<file path="src/rtl/pcpi_pkg.sv">
// ---------------------------------------------------------------------------
// pcpi_pkg: shared decode constants and enums for the PCPI multiplier shim.
// Rev 1.0
// ---------------------------------------------------------------------------
`default_nettype none

package pcpi_pkg;

  localparam logic [6:0] OPC_OP     = 7'b0110011;
  localparam logic [6:0] F7_MULDIV  = 7'b0000001;

  localparam logic [2:0] ST_IDLE  = 3'd0;
  localparam logic [2:0] ST_ISSUE = 3'd1;
  localparam logic [2:0] ST_WAIT  = 3'd2;
  localparam logic [2:0] ST_RESP  = 3'd3;
  localparam logic [2:0] ST_HOLD  = 3'd4;
  localparam logic [2:0] ST_DRAIN = 3'd5;

  typedef enum logic [1:0] {
    MUL    = 2'b00,
    MULH   = 2'b01,
    MULHSU = 2'b10,
    MULHU  = 2'b11
  } mul_op_t;

  typedef enum logic [2:0] {
    IDLE  = ST_IDLE,
    ISSUE = ST_ISSUE,
    WAIT  = ST_WAIT,
    RESP  = ST_RESP,
    HOLD  = ST_HOLD,
    DRAIN = ST_DRAIN
  } state_t;

endpackage

`default_nettype wire

</file>
<file path="src/rtl/pcpi_mul_decode.sv">
// ---------------------------------------------------------------------------
// pcpi_mul_decode: RV32M multiply decode and 33-bit operand extension.
// Rev 1.0
// ---------------------------------------------------------------------------
`default_nettype none

module pcpi_mul_decode
  import pcpi_pkg::*;
(
  input  logic [31:0] insn_i,
  input  logic [31:0] rs1_i,
  input  logic [31:0] rs2_i,
  output logic        hit_o,
  output mul_op_t     op_o,
  output logic [32:0] mul_a_o,
  output logic [32:0] mul_b_o
);

  logic a_signed;
  logic b_signed;
  logic unused_insn;

  assign unused_insn = ^{insn_i[24:15], insn_i[11:7]};

  always_comb begin
    hit_o    = (insn_i[6:0] == OPC_OP) && (insn_i[31:25] == F7_MULDIV) && !insn_i[14];
    op_o     = mul_op_t'(insn_i[13:12]);
    a_signed = (op_o != MULHU);
    b_signed = (op_o == MUL) || (op_o == MULH);
    mul_a_o  = {a_signed & rs1_i[31], rs1_i};
    mul_b_o  = {b_signed & rs2_i[31], rs2_i};
  end

endmodule

`default_nettype wire

</file>
<file path="src/rtl/pcpi_mul_shim.sv">
// ---------------------------------------------------------------------------
// pcpi_mul_shim: PCPI front end issuing RV32M multiplies to a 33x33 core.
// Rev 1.0
// ---------------------------------------------------------------------------
`default_nettype none

module pcpi_mul_shim
  import pcpi_pkg::*;
#(
  parameter int TIMEOUT_CYCLES = 64,
  parameter int CNT_W          = 7
) (
  input  logic        clk,
  input  logic        resetn,
  input  logic        pcpi_valid,
  input  logic [31:0] pcpi_insn,
  input  logic [31:0] pcpi_rs1,
  input  logic [31:0] pcpi_rs2,
  output logic        pcpi_wr,
  output logic [31:0] pcpi_rd,
  output logic        pcpi_wait,
  output logic        pcpi_ready,
  output logic        mul_req_valid,
  input  logic        mul_req_ready,
  output logic [32:0] mul_a,
  output logic [32:0] mul_b,
  input  logic        mul_rsp_valid,
  input  logic [63:0] mul_rsp_data,
  output logic        err_timeout
);

  logic        dec_hit;
  mul_op_t     dec_op;
  logic [32:0] dec_a;
  logic [32:0] dec_b;

  state_t           state_q, state_d;
  logic [CNT_W-1:0] cnt_q, cnt_d, cnt_tick;
  logic [32:0]      a_q, a_d, b_q, b_d;
  mul_op_t          op_q, op_d;
  logic [31:0]      res_q, res_d;
  logic             wr_q, wr_d;
  logic             abort_q, abort_d;
  logic             err_q, err_d;
  logic             tmo;
  logic [31:0]      rsp_sel;

  pcpi_mul_decode u_decode (
    .insn_i  (pcpi_insn),
    .rs1_i   (pcpi_rs1),
    .rs2_i   (pcpi_rs2),
    .hit_o   (dec_hit),
    .op_o    (dec_op),
    .mul_a_o (dec_a),
    .mul_b_o (dec_b)
  );

  // Watchdog: a request may be outstanding for TIMEOUT_CYCLES cycles in ISSUE/WAIT.
  assign cnt_tick = cnt_q + 1'b1;
  assign tmo      = (TIMEOUT_CYCLES != 0) && (cnt_tick >= CNT_W'(TIMEOUT_CYCLES));
  assign rsp_sel  = (op_q == MUL) ? mul_rsp_data[31:0] : mul_rsp_data[63:32];

  always_comb begin
    state_d = state_q;
    cnt_d   = cnt_q;
    a_d     = a_q;
    b_d     = b_q;
    op_d    = op_q;
    res_d   = res_q;
    wr_d    = wr_q;
    abort_d = abort_q;
    err_d   = err_q;
    case (state_q)
      IDLE: begin
        if (pcpi_valid && dec_hit) begin
          a_d     = dec_a;
          b_d     = dec_b;
          op_d    = dec_op;
          cnt_d   = '0;
          abort_d = 1'b0;
          state_d = ISSUE;
        end
      end
      ISSUE: begin
        cnt_d   = cnt_tick;
        // The request cannot be retracted, so a dropped valid is remembered here.
        abort_d = abort_q | ~pcpi_valid;
        if (mul_req_ready && mul_rsp_valid) begin
          if (abort_d) begin
            state_d = HOLD;
          end else begin
            res_d   = rsp_sel;
            wr_d    = 1'b1;
            state_d = RESP;
          end
        end else if (mul_req_ready && abort_d) begin
          state_d = DRAIN;
        end else if (tmo) begin
          res_d   = '0;
          wr_d    = 1'b0;
          err_d   = 1'b1;
          state_d = RESP;
        end else if (mul_req_ready) begin
          state_d = WAIT;
        end
      end
      WAIT: begin
        cnt_d = cnt_tick;
        if (!pcpi_valid) begin
          state_d = mul_rsp_valid ? HOLD : DRAIN;
        end else if (mul_rsp_valid) begin
          res_d   = rsp_sel;
          wr_d    = 1'b1;
          state_d = RESP;
        end else if (tmo) begin
          res_d   = '0;
          wr_d    = 1'b0;
          err_d   = 1'b1;
          state_d = RESP;
        end
      end
      RESP: begin
        res_d   = '0;
        wr_d    = 1'b0;
        state_d = HOLD;
      end
      HOLD: begin
        if (!pcpi_valid) state_d = IDLE;
      end
      DRAIN: begin
        if (mul_rsp_valid) state_d = HOLD;
      end
      default: state_d = IDLE;
    endcase
  end

  always_ff @(posedge clk or negedge resetn) begin
    if (!resetn) begin
      state_q <= IDLE;
      cnt_q   <= '0;
      a_q     <= '0;
      b_q     <= '0;
      op_q    <= MUL;
      res_q   <= '0;
      wr_q    <= 1'b0;
      abort_q <= 1'b0;
      err_q   <= 1'b0;
    end else begin
      state_q <= state_d;
      cnt_q   <= cnt_d;
      a_q     <= a_d;
      b_q     <= b_d;
      op_q    <= op_d;
      res_q   <= res_d;
      wr_q    <= wr_d;
      abort_q <= abort_d;
      err_q   <= err_d;
    end
  end

  assign pcpi_wait     = (state_q == ISSUE) || (state_q == WAIT);
  assign pcpi_ready    = (state_q == RESP);
  assign pcpi_wr       = (state_q == RESP) && wr_q;
  assign pcpi_rd       = (state_q == RESP) ? res_q : 32'd0;
  assign mul_req_valid = (state_q == ISSUE);
  assign mul_a         = a_q;
  assign mul_b         = b_q;
  assign err_timeout   = err_q;

endmodule

`default_nettype wire

</file>
<file path="config.mk">
export PLATFORM = sky130hd
export DESIGN_NAME = pcpi_mul_shim
export DESIGN_NICKNAME = d
export VERILOG_FILES = /design/src/rtl/pcpi_pkg.sv /design/src/rtl/pcpi_mul_decode.sv /design/src/rtl/pcpi_mul_shim.sv
export SDC_FILE = /design/constraint.sdc
export NUM_CORES = 1
export LEC_CHECK = 0
export ABC_AREA = 1
export CAP_MARGIN = 40
export CORE_UTILIZATION = 40
export CTS_CLUSTER_DIAMETER = 120
export DETAILED_ROUTE_END_ITERATION = 16
export GPL_ROUTABILITY_DRIVEN = 0
export PLACE_DENSITY = 0.8
export SLEW_MARGIN = 20
export SYNTH_ARGS = -nofsm -noshare
export SYNTH_HDL_FRONTEND = slang
export SYNTH_SLANG_ARGS = --single-unit
</file>
<file path="constraint.sdc">
create_clock -name clk -period 2.65 [get_ports clk]
set_clock_uncertainty 0.05 [all_clocks]
set_input_delay 0.53 -clock clk [delete_from_list [all_inputs] [get_ports clk]]
set_output_delay 0.53 -clock clk [all_outputs]
set_load 0.1 [all_outputs]
</file>
==> reports/summary.txt <==
Status = finished clean
NumNets Final = 1101
Gr ovfl total = 0
Worst slew margin = 0.640
Most common cell after layout, fill and taps aside = nand2_1
Worst-case vdd ir drop = 0.000339 V
FF+latch count, synth = 113
Final setup fails = 0
Post-CTS setup buffers = 0
Syn avg cell area = 7.91 um2
# IOs = 268
CTS clk-pin slew, worst paths = 0.05 ns
Port bufs = 252
Cells after Synth = 677
CTS tree = yes
Initial core utilization = 0.417
Wirelength per Cell = 13.4 um
Initial antenna violation count = 0
Vias in the first global route = 5241
Area of the multi-input gates = 2420 um2
Most frequent cells in the layout = 330 x nand2_1, 148 x clkdlybuf4s50_1, 112 x dfrtp_1
CTS buffer count = 17
Power per Cell Area = 720 nW/um2
Num rows = 41
Post-synthesis cell type count = 27
Die ar. = 13800 um2
TritonRoute pass-1 iters = 4
Sequential element share of the synthesized area = 0.528
Fmax = 401 MHz
Worst R2R Start = state_q[0]$_DFFE_PN0P_
Largest net degree at the start of global routing = 51
Non-Filler Instances = 1119
Gates resized, CTS repair = 0
Hold Crit Class = in -> async
Final setup margin = 0.154 ns
Static Leak = 4.58 nW
Via/cell ratio = 4.65
Max-cap violation count = 0
Setup Total Neg Slack = 0 ns
Met3 Use GR = 0.0751
Period utilization = 0.942
Vias = 5208
Final Routed Wirelength = 14900 um
Area growth syn-to-layout = 70.9%
Crit path time final = 2.50 ns
DRT iter0 DRCs = 260
WP data required = 2.07 ns
Root buf cell = clkbuf_16
CTS Buffer Depth = 2
Placed Instances = 1088
Gr busiest metal = met2
Filler cells = 990
Tightest Pin Transition = 0.540 ns
Post-CTS Hold Fix Bufs = 0
DP HPWL = 11000 um
Syn_nets = 843
Drt drc = 0
Critical path peak fanout = 19
TritonCTS Sinks = 113
YS warnings = 0
ANT cells = 0
First-pass GRT wire length = 25300 um
Die height = 118 um
Post-route ant nets = 0
Number of H-tree levels = 4
Worst Setup End Kind = output port
Die W = 118 um
CP startpoint kind = register
Clock latency on the worst-skew pair = 0.40 ns
FF/Latch Area = 2830 um2
M2 GR Usage = 0.378
Crit path kind = reg -> out
Final hold vios = 0
Gr usage total = 0.227
Global-route track usage on met1 = 0.275
Max Slew Vio Count = 0
Total core area = 12800 um2
Setup crit start = state_q[2]$_DFFE_PN0P_
Layout cells sized above 1 = 0.245
Crit path arrival time = 1.92 ns
Unrepaired setup endpoints after global routing = false
Synthesized area = 5350 um2
Pre-CTS WS = 0.236 ns
==> Yosys cell counts (all sizes together) <==
cell type / count / area (um2)
a21oi: 5 / 25.0
nand2: 334 / 1260
buf: 16 / 98.8
o21ai: 10 / 50.1
o21bai: 2 / 15.0
xor2: 1 / 8.76
nand4: 5 / 31.3
mux2: 32 / 360
clkinv: 1 / 3.75
inv: 56 / 210
o21a: 1 / 7.51
nor2: 66 / 258
ha: 1 / 12.5
and2: 1 / 7.51
nor3: 1 / 16.3
clkbuf: 11 / 41.3
nand3: 18 / 95.1
o22ai: 2 / 12.5
nand3b: 1 / 7.51
dfrtp: 113 / 2830
==> critical path, cell delays in order (launching register included) <==
cell	delay [ns]
dfrtp_2	0.47
inv_2	0.11
nand2_4	0.07
nor2_4	0.20
inv_8	0.11
buf_12	0.20
nor2_4	0.14
buf_12	0.18
==> layer usage <==
layer	wire length, um	share of wire
met5	0	0
met4	224	0.015
met3	1290	0.086
met2	7300	0.49
met1	6130	0.41
==> kinds of logic after synthesis <==
logic type	after synthesis	synth area share
simple gates	426	0.314
flops	113	0.528
buf+inv	84	0.0662
compound gates	20	0.0206
fa+ha+maj	1	0.00234
mux	32	0.0673
xor+xnor	1	0.00164
==> power by group <==
group	internal [mW]	total, mW	switching [mW]	leakage, nW
clock	1.57	2.35	0.777	0.290
combinational	0.760	2.07	1.31	2.77
sequential	1.99	2.16	0.169	1.52
total	4.32	6.58	2.26	4.58
==> stage by stage <==
stage               hold WS (ns)  utilization  power (mW)  instance area [um2]
detailed placement         0.413        0.665        4.26                 8530
CTS                       0.0755        0.713        6.64                 9140
global placement           0.409        0.665        4.21                 8530
floorplan                  0.184            -        3.56                 5630
finish                    0.0621        0.713        6.58                 9150
global route              0.0987        0.713        6.95                 9150
==> worst paths after layout <==
kind / cells after the start / to / slack, ns
setup / recovery: 7 / pcpi_rd[21] / 0.15
hold / removal: 1 / res_q[4]$_DFFE_PN0P_ / 0.06
setup reg to reg: 8 / mul_b[32]$_DFFE_PN0P_ / 0.79
hold reg to reg: 2 / mul_a[31]$_DFFE_PN0P_ / 0.42
max in group asynchronous: 2 / mul_b[32]$_DFFE_PN0P_ / 1.84
min in group clk: 2 / mul_a[31]$_DFFE_PN0P_ / 0.42
==> flip-flops by register name, indices dropped and copies added, names as in the netlist, 2 cells and up <==
signal / flops
state_q: 3
res_q: 32
cnt_q: 7
mul_b: 33
mul_a: 33
op_q: 2
==> area by class of cell <==
type	instances	area share
clock inverters	9	0.0142
clock buffers	22	0.0529
well taps	172	0.0235
inverters	57	0.0242
repair buffers	266	0.311
multi-input cells	480	0.265
flip-flops and latches	113	0.309
Note: power is estimated with default switching activity, not from simulation.
